<file path="src/rtl/vc_arbiter.sv">
// vc_arbiter: two-VC to two-destination arbiter.
// VC0 has default priority. After MAX_STREAK consecutive VC0 grants while
// VC1 is waiting, VC1 is granted once. Pops are combinational from the
// current inputs and registered state. The popped word is registered into
// data_out and pushed to D0 or D1 one cycle later. Bit BITNUMBER-2 of the
// word selects the destination.
// Ports:
//   clk, reset (async active-low)
//   vc0_empty/vc1_empty, vc0_data/vc1_data : show-ahead source FIFO heads
//   d0_almost_full/d1_almost_full          : destination back-pressure
//   vc0_pop/vc1_pop                        : source pops (combinational)
//   data_out, d0_push/d1_push              : registered forwarded word and pushes
//   grant_state                            : registered FSM state
//   vc0_count/vc1_count                    : forwarded-word counters (wrap at 256)
module vc_arbiter #(
  parameter int BITNUMBER  = 6,
  parameter int MAX_STREAK = 4
) (
  input  logic                 clk,
  input  logic                 reset,
  input  logic                 vc0_empty,
  input  logic                 vc1_empty,
  input  logic [BITNUMBER-1:0] vc0_data,
  input  logic [BITNUMBER-1:0] vc1_data,
  input  logic                 d0_almost_full,
  input  logic                 d1_almost_full,
  output logic                 vc0_pop,
  output logic                 vc1_pop,
  output logic [BITNUMBER-1:0] data_out,
  output logic                 d0_push,
  output logic                 d1_push,
  output logic [1:0]           grant_state,
  output logic [7:0]           vc0_count,
  output logic [7:0]           vc1_count
);

  localparam int SW = $clog2(MAX_STREAK) + 1;
  localparam logic [SW-1:0] STREAK_MAX = SW'(MAX_STREAK);

  typedef enum logic [1:0] {
    IDLE  = 2'b00,
    SERV0 = 2'b01,
    SERV1 = 2'b10,
    HOLD  = 2'b11
  } state_t;

  state_t               state_r;
  state_t               state_s;
  logic [SW-1:0]        streak_r;
  logic                 pause_s;
  logic                 streak_full_s;
  logic                 vc0_pop_s;
  logic                 vc1_pop_s;
  logic [BITNUMBER-1:0] popped_word_s;
  logic [BITNUMBER-1:0] data_out_r;
  logic                 d0_push_r;
  logic                 d1_push_r;
  logic [7:0]           vc0_count_r;
  logic [7:0]           vc1_count_r;

  // Pop arbitration and next-state decode.
  always_comb begin
    vc0_pop_s     = 1'b0;
    vc1_pop_s     = 1'b0;
    state_s       = IDLE;
    pause_s       = d0_almost_full | d1_almost_full;
    // VC1 has waited long enough: it overrides VC0 this cycle.
    streak_full_s = (streak_r == STREAK_MAX) && !vc1_empty;

    // Pops are gated by reset so they drop immediately, without waiting for a clock edge.
    if (reset && !pause_s) begin
      if (!vc0_empty && !streak_full_s) begin
        vc0_pop_s = 1'b1;
      end else if (!vc1_empty) begin
        vc1_pop_s = 1'b1;
      end else begin
        vc0_pop_s = 1'b0;
        vc1_pop_s = 1'b0;
      end
    end else begin
      vc0_pop_s = 1'b0;
      vc1_pop_s = 1'b0;
    end

    if (vc0_pop_s) begin
      state_s = SERV0;
    end else if (vc1_pop_s) begin
      state_s = SERV1;
    end else if (pause_s && (!vc0_empty || !vc1_empty)) begin
      state_s = HOLD;
    end else begin
      state_s = IDLE;
    end

    popped_word_s = vc0_pop_s ? vc0_data : vc1_data;
  end

  // State register.
  always_ff @(posedge clk or negedge reset) begin
    if (!reset) begin
      state_r <= IDLE;
    end else begin
      state_r <= state_s;
    end
  end

  // Streak tracking: counts VC0 grants only while VC1 has data waiting.
  always_ff @(posedge clk or negedge reset) begin
    if (!reset) begin
      streak_r <= {SW{1'b0}};
    end else if (vc1_pop_s || vc1_empty) begin
      streak_r <= {SW{1'b0}};
    end else if (vc0_pop_s) begin
      streak_r <= streak_r + SW'(1);
    end else begin
      streak_r <= streak_r;
    end
  end

  // Output word capture and destination push (one-cycle latency).
  always_ff @(posedge clk or negedge reset) begin
    if (!reset) begin
      data_out_r <= {BITNUMBER{1'b0}};
      d0_push_r  <= 1'b0;
      d1_push_r  <= 1'b0;
    end else if (vc0_pop_s || vc1_pop_s) begin
      data_out_r <= popped_word_s;
      d0_push_r  <= ~popped_word_s[BITNUMBER-2];
      d1_push_r  <= popped_word_s[BITNUMBER-2];
    end else begin
      data_out_r <= data_out_r;
      d0_push_r  <= 1'b0;
      d1_push_r  <= 1'b0;
    end
  end

  // Forwarded-word counters, naturally wrapping at 8 bits.
  always_ff @(posedge clk or negedge reset) begin
    if (!reset) begin
      vc0_count_r <= 8'd0;
      vc1_count_r <= 8'd0;
    end else begin
      vc0_count_r <= vc0_pop_s ? (vc0_count_r + 8'd1) : vc0_count_r;
      vc1_count_r <= vc1_pop_s ? (vc1_count_r + 8'd1) : vc1_count_r;
    end
  end

  assign vc0_pop     = vc0_pop_s;
  assign vc1_pop     = vc1_pop_s;
  assign data_out    = data_out_r;
  assign d0_push     = d0_push_r;
  assign d1_push     = d1_push_r;
  assign grant_state = state_r;
  assign vc0_count   = vc0_count_r;
  assign vc1_count   = vc1_count_r;

endmodule
</file>
<file path="config.mk">
export PLATFORM = sky130hd
export DESIGN_NAME = vc_arbiter
export DESIGN_NICKNAME = d
export VERILOG_FILES = /design/src/rtl/vc_arbiter.sv
export SDC_FILE = /design/constraint.sdc
export NUM_CORES = 1
export LEC_CHECK = 0
export BUFFER_PORTS_ARGS = -buffer_cell sky130_fd_sc_hd__buf_2
export CORE_UTILIZATION = 40
export CTS_BUF_LIST = sky130_fd_sc_hd__clkbuf_4
export DETAILED_ROUTE_END_ITERATION = 8
export PLACE_DENSITY = 0.66
export SETUP_SLACK_MARGIN = 0.15
export SYNTH_ARGS = -nofsm -noshare
export SYNTH_HDL_FRONTEND = slang
export SYNTH_SLANG_ARGS = --single-unit
</file>
<file path="constraint.sdc">
create_clock -name clk -period 4.9 [get_ports clk]
set_input_delay 0.49 -clock clk [delete_from_list [all_inputs] [get_ports clk]]
set_output_delay 0.49 -clock clk [all_outputs]
set_load 0.01 [all_outputs]
</file>
Yosys cells after proc, flatten, opt, wreduce, memory -nomap -nowiden --
Cells that the tools add are included.
Cells by class: bitwise operators 2, reduce and logical (&&, ||, !) cells 12, $mul 0, add/sub/neg operators 3, $lt $le $gt $ge 0, shift operators 0, equality and inequality tests 1, divide/modulo/power cells 0, multiplexer cells 13
Operators with widths (count):
- adder 8 x 1 -> 8 bit (second input constant) | 2
- 2-to-1 mux 1 bit | 7
- 2-to-1 mux 2 bit | 3
- 2-to-1 mux 3 bit | 2
- 2-to-1 mux 6 bit | 1
- logical AND 1 bit | 4
- logical NOT 1 bit | 4
- adder 3 x 1 -> 3 bit (second input constant) | 1
- == test 3 bit (second input constant) | 1
- logical OR 1 bit | 3
- nonzero test 2 bit | 1
- inverter 1 bit | 1
- bitwise OR 1 bit | 1
Word-level totals: word-level logic and storage cells 38, memories 0, register bits after elaboration 29, latch bits 0, bits in writable memories 0, memory bits (read-only) 0, input port bits 18

Longest topological paths before layout --
Gate-level depths: netlist (run 1).
depth after elaboration 9, depth in mapped cells 6, gate-level depth less buffers 5

Least setup slack after synthesis (run 1) --
OpenSTA, ideal clock, no wires.
kind input to output, start point in vc0_empty, end point out vc0_pop, path slack 2.952 ns, data arrival time 1.458 ns, data required time 4.410 ns, stages 5, cell sequence clkbuf_1 > nor4b_4 > nand2_1 > clkbuf_1 > inv_1
On the way: longest elaborated chain between the ends 4
RTL lines:
- from (decl) | RTL line 21 | input logic vc0_empty,
- logical NOT 1 bit | RTL line 72 | if (!vc0_empty && !streak_full_s) begin
- logical AND 1 bit | RTL line 72
- 2-to-1 mux 1 bit | RTL line 72
- 2-to-1 mux 1 bit | RTL line 71 | if (reset && !pause_s) begin
- to (decl) | RTL line 27 | output logic vc0_pop,
Every way passes these cells.

Final worst setup path (run 1) --
start point in reset, end point out vc1_pop
On the way: longest elaborated chain between the ends 2
RTL lines:
- from (decl) | RTL line 20 | input logic reset,
- logical AND 1 bit | RTL line 71
- 2-to-1 mux 1 bit | RTL line 71
- to (decl) | RTL line 28 | output logic vc1_pop,
Every way passes these cells.

==> results of run 1 <==
metal layers:
metal | part of all wire (%) | vias up | track usage [%] | wire length [um]
met2 | 45 | 30 | 25.38 | 1346
met1 | 48 | 535 | 23.71 | 1449
met4 | 1.8 | 0 | 7.619 | 55
met5 | 0 | - | 0 | 0
li1 | - | 540 | - | -
met3 | 5.2 | 5 | 6.832 | 157
stage by stage:
| stage | power [mW] | util [%] |
|---|---|---|
| after global placement | 0.4759 | 49.69 |
| after floorplan | 0.4103 | - |
| after global routing | 0.6573 | 51.13 |
| after detailed placement | 0.4856 | 49.69 |
| final | 0.6147 | 51.13 |
| after CTS | 0.6214 | 51.13 |
kinds of logic (layout without fill, tap and decap cells):
family	Yosys count	count (layout)	synth area share, %
xor gates and xnor gates	14	14	8.492
muxes	2	2	1.819
DFF	29	29	50.26
AOI/OAI and AO/OA	23	23	11.70
and+or+nand+nor	40	40	20.28
buffers and inverters	11	56	3.985
adders and majority gates	4	4	3.466
cell usage in the layout (no fill, tap or decap), drive strengths merged, types with 4 or more instances in the layout:
cell type  netlist  layout
a21oi            6       6
buf              3      45
clkbuf           4       6
dfrtp           29      29
ha               4       4
inv              4       4
nand2            4       4
nand3            6       6
nand4            5       5
o21ai            4       4
o21bai           6       6
o221a            6       6
xnor2            9       9
xor2             5       5
power groups by stage:
| stage | logic, mW | registers, mW | clock network, mW |
|---|---|---|---|
| finish | 0.154 | 0.325 | 0.136 |
| global route | 0.172 | 0.332 | 0.153 |
| CTS | 0.158 | 0.324 | 0.140 |
| detailed placement | 0.157 | 0.328 | 0 |
| global placement | 0.152 | 0.324 | 0 |
| floorplan | 0.0720 | 0.338 | 0 |
final cells by class:
type,count,area (um^2)
tap,46,57.56
fill,325,1657
clock inverter,1,3.754
clock buffer,6,45.04
sequential,29,725.7
timing repair buffer,45,225.2
multi-input combinational,83,660.6
inverter,4,15.01
state kept, by name, summed over array words and instances, names as in the netlist:
register and cells:
d0_push 1, vc0_count 8, streak_r 3, vc1_count 8, grant_state 2, data_out 6, d1_push 1
worst max-delay path: cells and delay by family:
family        cells  cell delay (ns)
simple gates      2             1.20
buf+inv           3             0.72
worst paths after layout:
path                                             to  slack (ns)                      from  depth (start not counted)
min in group clk                  d0_push$_DFF_PN0_        0.38               vc1_data[4]                          2
min reg2reg                vc1_count[7]$_DFFE_PN0P_        0.47  vc1_count[7]$_DFFE_PN0P_                          1
max reg2reg                vc1_count[1]$_DFFE_PN0P_        2.83   streak_r[0]$_DFFE_PN0P_                          5
max                                         vc1_pop        1.97                     reset                          5
min                        vc1_count[6]$_DFFE_PN0P_        0.19                     reset                          1
max in group asynchronous         d1_push$_DFF_PN0_        4.27                     reset                          1
==> reports/qor.json, run 1 <==
{
  "outcome": {
    "outcome": "completed"
  },
  "place": {
    "detailedPlace.worstSlack_ns": 1.922,
    "place_inst": 207,
    "detailedPlacementHpwl_um": 2181,
    "dpl-instance-area_um2": 1684,
    "gpl.final_weighted_congestion": 0.7791,
    "buffer_ports.inserted": 45
  },
  "setup_path": {
    "critical_path_required_ns": 4.41,
    "critical-path-slowest-cell": "or3b_1",
    "timing.critical_path.cells": "buf_2 > or3b_1 > or3_1 > inv_2 > buf_2",
    "start_kind": "input port",
    "critPathMaxFanout": 33,
    "critical_path_class": "input port to primary output",
    "cp_slowest_stage_delay_ns": 0.60,
    "critPathArrivalTime_ns": 2.44,
    "crit_path_frequent_cell": "buf_2",
    "crit_path_end_kind": "primary output"
  },
  "floorplan": {
    "placement_rows": 21,
    "ios": 46,
    "design.die.area_um2": 3854,
    "initial_core_util_pct": 42.60,
    "core-area_um2": 3390,
    "die-width_um": 62.08,
    "fp.dieH_um": 62.08
  },
  "sta": {
    "final_hold_viol_count": 0,
    "fraction_of_the_cycle_the_final_worst_path_needs_pct": 59.83,
    "fin_tns_setup_ns": 0,
    "finalSetupViolations": 0,
    "transition_time_of_the_tightest_slew_check_pin_ns": 0.6704,
    "clock_skew_ns": 0.007230,
    "grt_setup_unrepaired": "no",
    "timing.fmax_ghz": 0.3411,
    "hold_ws_ns": 0.1921,
    "layout_setup_ws_ns": 1.969,
    "finalMaxSlewViolations": 0,
    "timing.slew.headroom_pct": 55.31,
    "period_needed_ns": 2.931
  },
  "pwr": {
    "sequential_power_share_pct": 52.8,
    "clockPowerShare_pct": 22.1,
    "vdd_drop_max_mv": 0.1785,
    "p_leak_nw": 0.8507,
    "power.internal_mw": 0.4158,
    "power.density_nw_per_um2": 354.7,
    "power.switching_mw": 0.1990,
    "power_switching_share_pct": 32.37,
    "power.share.combinational_pct": 25.1
  },
  "final_layout": {
    "layout.cell_area.non_filler_um2": 1733,
    "antennaDiodeCount": 0,
    "layout.nets": 190,
    "area_delta_synth_final_pct": 20.02,
    "fin_cells": 214,
    "layout_cells_sized_above_1_pct": 33.93
  },
  "synth": {
    "syn-cell-area_um2": 1444,
    "synth_seq_cells": 29,
    "synth_nets": 145,
    "synthFlopType": "dfrtp_1",
    "syn_avg_cell_area_um2": 11.74,
    "yosys-top-cells-area": "dfrtp_1 50%, xnor2_1 5.5%, o221a_1 4.7%",
    "synthDominantAreaCellType": "dfrtp_1",
    "asyncSetResetFlopFracSynth_pct": 100.0,
    "yosysTopAreaCellShare_pct": 50.26,
    "sequential_fraction_of_the_synthesis_area_pct": 50.26,
    "synthCells": 123,
    "yosysMostFrequentCell": "dfrtp_1",
    "synthTopCellsByCount": "29 x dfrtp_1, 9 x xnor2_1",
    "number_of_flops_mapped_to_enable_cells_by_yosys": 0,
    "yosys_warnings": 0,
    "synth.lib_cells_used.distinct": 33
  },
  "job": {
    "maxCapViolCount": 0
  },
  "drt": {
    "antenna_violating_nets_post_route": 0,
    "first_pass_iters": 4,
    "num_vias": 1110,
    "detail_route.vias_per_cell": 5.187,
    "wl_per_cell_um": 14.06,
    "drt_iter0_drc": 22,
    "route.detailed.drc": 0,
    "totalWireLength_um": 3009
  },
  "min_path": {
    "hp-class": "input port to asynchronous set/reset pin"
  },
  "clocking": {
    "post_cts_resize_count": 0,
    "clock_sinks": 29,
    "cts-buffers-inserted": 5,
    "post-cts-setup-buffer-count": 0,
    "cts-root-to-sink-buffers": 2,
    "holdBufCountCts": 0,
    "clock_tree.root_cell": "clkbuf_4",
    "path_clk_slew_ns": 0.09,
    "clock_latency_ns": 0.33,
    "clock_tree.htree_level_count": 2,
    "tritoncts": "done"
  },
  "global_routing": {
    "first_pass_grt_wire_length_um": 4740,
    "first_global_vias": 1014,
    "number_of_antenna_violations_at_the_first_check_in_global_routing": 0,
    "grt_start_max_net_pins": 34,
    "grtUsageTotal_pct": 17.67,
    "grt_overflow_total": 0
  }
}
Note: power is estimated with default switching activity, not from simulation.
==> run 2: changes to the inputs <==
- ABC_AREA: not set -> 1
- PLACE_DENSITY: 0.66 -> 0.65
- clock period: 4.9 -> 2.72 ns (I/O delays scaled with it)
==> run 2 against run 1 <==
  * Core utilization about the same
  * Critical path depth increased by 1
  * Power increased by 91%
  * Design area increased by 11%
  * Synthesized cell count increased by 54%
  * Largest cell class is now multi-input gates
  * Largest power group unchanged
==> reports/qor.json, run 2 <==
{
  "outcome": {
    "outcome": "completed"
  },
  "place": {
    "detailedPlacementHpwl_um": 2365,
    "buffer_ports.inserted": 45,
    "gpl.final_weighted_congestion": 0.8082
  },
  "drt": {
    "detail_route.vias_per_cell": 4.609,
    "drt_iter0_drc": 64,
    "antenna_violating_nets_post_route": 0,
    "route.detailed.drc": 0,
    "num_vias": 1332,
    "wl_per_cell_um": 10.63,
    "first_pass_iters": 4,
    "totalWireLength_um": 3073
  },
  "clocking": {
    "clock_tree.htree_level_count": 2,
    "cts-buffers-inserted": 5,
    "post_cts_resize_count": 0,
    "path_clk_slew_ns": 0.09,
    "clock_tree.root_cell": "clkbuf_4",
    "holdBufCountCts": 0,
    "cts-root-to-sink-buffers": 2,
    "post-cts-setup-buffer-count": 0,
    "clock_sinks": 29,
    "tritoncts": "done",
    "clock_latency_ns": 0.32
  },
  "synth": {
    "synth_seq_cells": 29,
    "synthDominantAreaCellType": "dfrtp_1",
    "yosys_warnings": 0,
    "synthTopCellsByCount": "63 x nand2_1, 29 x dfrtp_1, 21 x inv_1",
    "syn_avg_cell_area_um2": 8.521,
    "synthCells": 190,
    "sequential_fraction_of_the_synthesis_area_pct": 44.82,
    "yosys-top-cells-area": "dfrtp_1 45%, nand2_1 15%, inv_1 4.9%",
    "yosysMostFrequentCell": "nand2_1",
    "synth_nets": 212,
    "number_of_flops_mapped_to_enable_cells_by_yosys": 0,
    "asyncSetResetFlopFracSynth_pct": 100.0,
    "yosysTopAreaCellShare_pct": 44.82,
    "synthFlopType": "dfrtp_1",
    "synth.lib_cells_used.distinct": 29,
    "syn-cell-area_um2": 1619
  },
  "min_path": {
    "hp-class": "input port to asynchronous set/reset pin"
  },
  "global_routing": {
    "grt_overflow_total": 0,
    "first_global_vias": 1150,
    "met1_usage_pct": 24.04,
    "first_pass_grt_wire_length_um": 5299,
    "globalRoute.busiestLayer": "met1",
    "number_of_antenna_violations_at_the_first_check_in_global_routing": 0,
    "grt_start_max_net_pins": 30,
    "grtUsageTotal_pct": 16.60,
    "use_met2_pct": 23.60,
    "groute.layer.met3.usage_pct": 5.382
  },
  "pwr": {
    "power.share.combinational_pct": 28.8,
    "power_switching_share_pct": 35.12,
    "vdd_drop_max_mv": 0.2770,
    "power.switching_mw": 0.4131,
    "power.density_nw_per_um2": 609.7,
    "p_leak_nw": 1.053,
    "sequential_power_share_pct": 50.7,
    "clockPowerShare_pct": 20.6,
    "power.internal_mw": 0.7633,
    "p_total_mw": 1.176
  },
  "setup_path": {
    "critPathMaxFanout": 18,
    "crit_path_end_kind": "primary output",
    "start_kind": "flip-flop",
    "critPathArrivalTime_ns": 1.65,
    "critical_path_class": "flip-flop to primary output",
    "critical-path-slowest-cell": "dfrtp_1",
    "critical_path_required_ns": 2.45,
    "cp_slowest_stage_delay_ns": 0.39,
    "worstRegToRegCells": 8,
    "r2r_slack_ns": 1.18,
    "timing.critical_path.cells": "inv_1 > ha_1 > nand3_4 > nand2_4 > nor2_8 > buf_2"
  },
  "sta": {
    "final_hold_viol_count": 0,
    "timing.slew.headroom_pct": 74.93,
    "grt_setup_unrepaired": "no",
    "finalMaxSlewViolations": 0,
    "fraction_of_the_cycle_the_final_worst_path_needs_pct": 70.79,
    "timing.fmax_ghz": 0.5193,
    "fin_tns_setup_ns": 0,
    "period_needed_ns": 1.926,
    "hold_ws_ns": 0.02141,
    "finalSetupViolations": 0,
    "clock_skew_ns": 0.01304,
    "transition_time_of_the_tightest_slew_check_pin_ns": 0.3747
  },
  "floorplan": {
    "initial_core_util_pct": 42.93,
    "ios": 46,
    "die-width_um": 65.62,
    "core-area_um2": 3771,
    "fp.dieH_um": 65.62,
    "design.die.area_um2": 4306,
    "placement_rows": 22
  },
  "final_layout": {
    "layout.nets": 263,
    "layout_common_cells": "63 x nand2_1, 45 x buf_2, 29 x dfrtp_1",
    "antennaDiodeCount": 0,
    "area_delta_synth_final_pct": 19.17,
    "mostFrequentLayoutCell": "nand2_1",
    "layout_cells_sized_above_1_pct": 28.63
  },
  "job": {
    "maxCapViolCount": 0
  }
}
==> run 2: cell types whose count changed after synthesis, sizes merged, moves of 6 or more <==
cell	delta
nor2	+12
o221a	-6
nand2	+64
inv	+20
xnor2	-8
nand3	+11
==> run 2: path summary, 6_finish.rpt <==
path / startpoint / endpoint
max in group asynchronous: reset / streak_r[2]$_DFFE_PN0P_
hold reg to reg: data_out[2]$_DFFE_PN0P_ / data_out[2]$_DFFE_PN0P_
hold / removal: reset / d0_push$_DFF_PN0_
setup reg to reg: streak_r[0]$_DFFE_PN0P_ / data_out[4]$_DFFE_PN0P_
setup / recovery: streak_r[0]$_DFFE_PN0P_ / vc0_pop
min in group clk: vc1_empty / streak_r[0]$_DFFE_PN0P_
==> run 2: area by class of cell <==
type	count	area, um^2
clock buffer	6	45.04
clock inverter	1	3.754
fill	387	1842
inverter	26	126.4
multi-input combinational	133	735.7
sequential	29	725.7
tap	48	60.06
timing repair buffer	46	232.7
==> run 2: per-layer routing <==
layer / part of all wire, % / routed length (um)
met1: 52 / 1600
met2: 42 / 1276
met3: 5.4 / 166
met4: 0.98 / 30
met5: 0 / 0
==> run 2: worst max-delay path: cells and delay by family (launching register included) <==
kind | cells | cell delay, ns
fa+ha+maj | 1 | 0.24
buf+inv | 2 | 0.25
flops | 1 | 0.39
simple gates | 3 | 0.46
==> run 2: stage by stage <==
step / area [um^2] / std cells / utilization, % / setup WS, ns
finish: 1929 / 289 / 51.16 / 0.7945
floorplan: 1619 / 190 / - / 1.289
global placement: 1881 / 282 / 49.87 / 1.160
detailed placement: 1881 / 282 / 49.87 / 1.134
global route: 1929 / 289 / 51.16 / 0.6858
CTS: 1929 / 289 / 51.16 / 0.7727
==> run 2: cell families (layout without fill, tap and decap cells) <==
kind of cell | after synthesis | in the layout | synth area share (%)
simple gates | 106 | 106 | 32.15
flops | 29 | 29 | 44.82
buf+inv | 28 | 79 | 9.738
compound gates | 17 | 17 | 6.491
xor+xnor | 6 | 6 | 3.710
fa+ha+maj | 4 | 4 | 3.091
==> run 2: power groups by stage <==
stage | Sequential (mW) | Clock, mW | Combinational, mW
CTS | 0.598 | 0.254 | 0.344
detailed placement | 0.604 | 0 | 0.344
global placement | 0.603 | 0 | 0.332
global route | 0.610 | 0.274 | 0.385
finish | 0.596 | 0.242 | 0.338
floorplan | 0.631 | 0 | 0.170
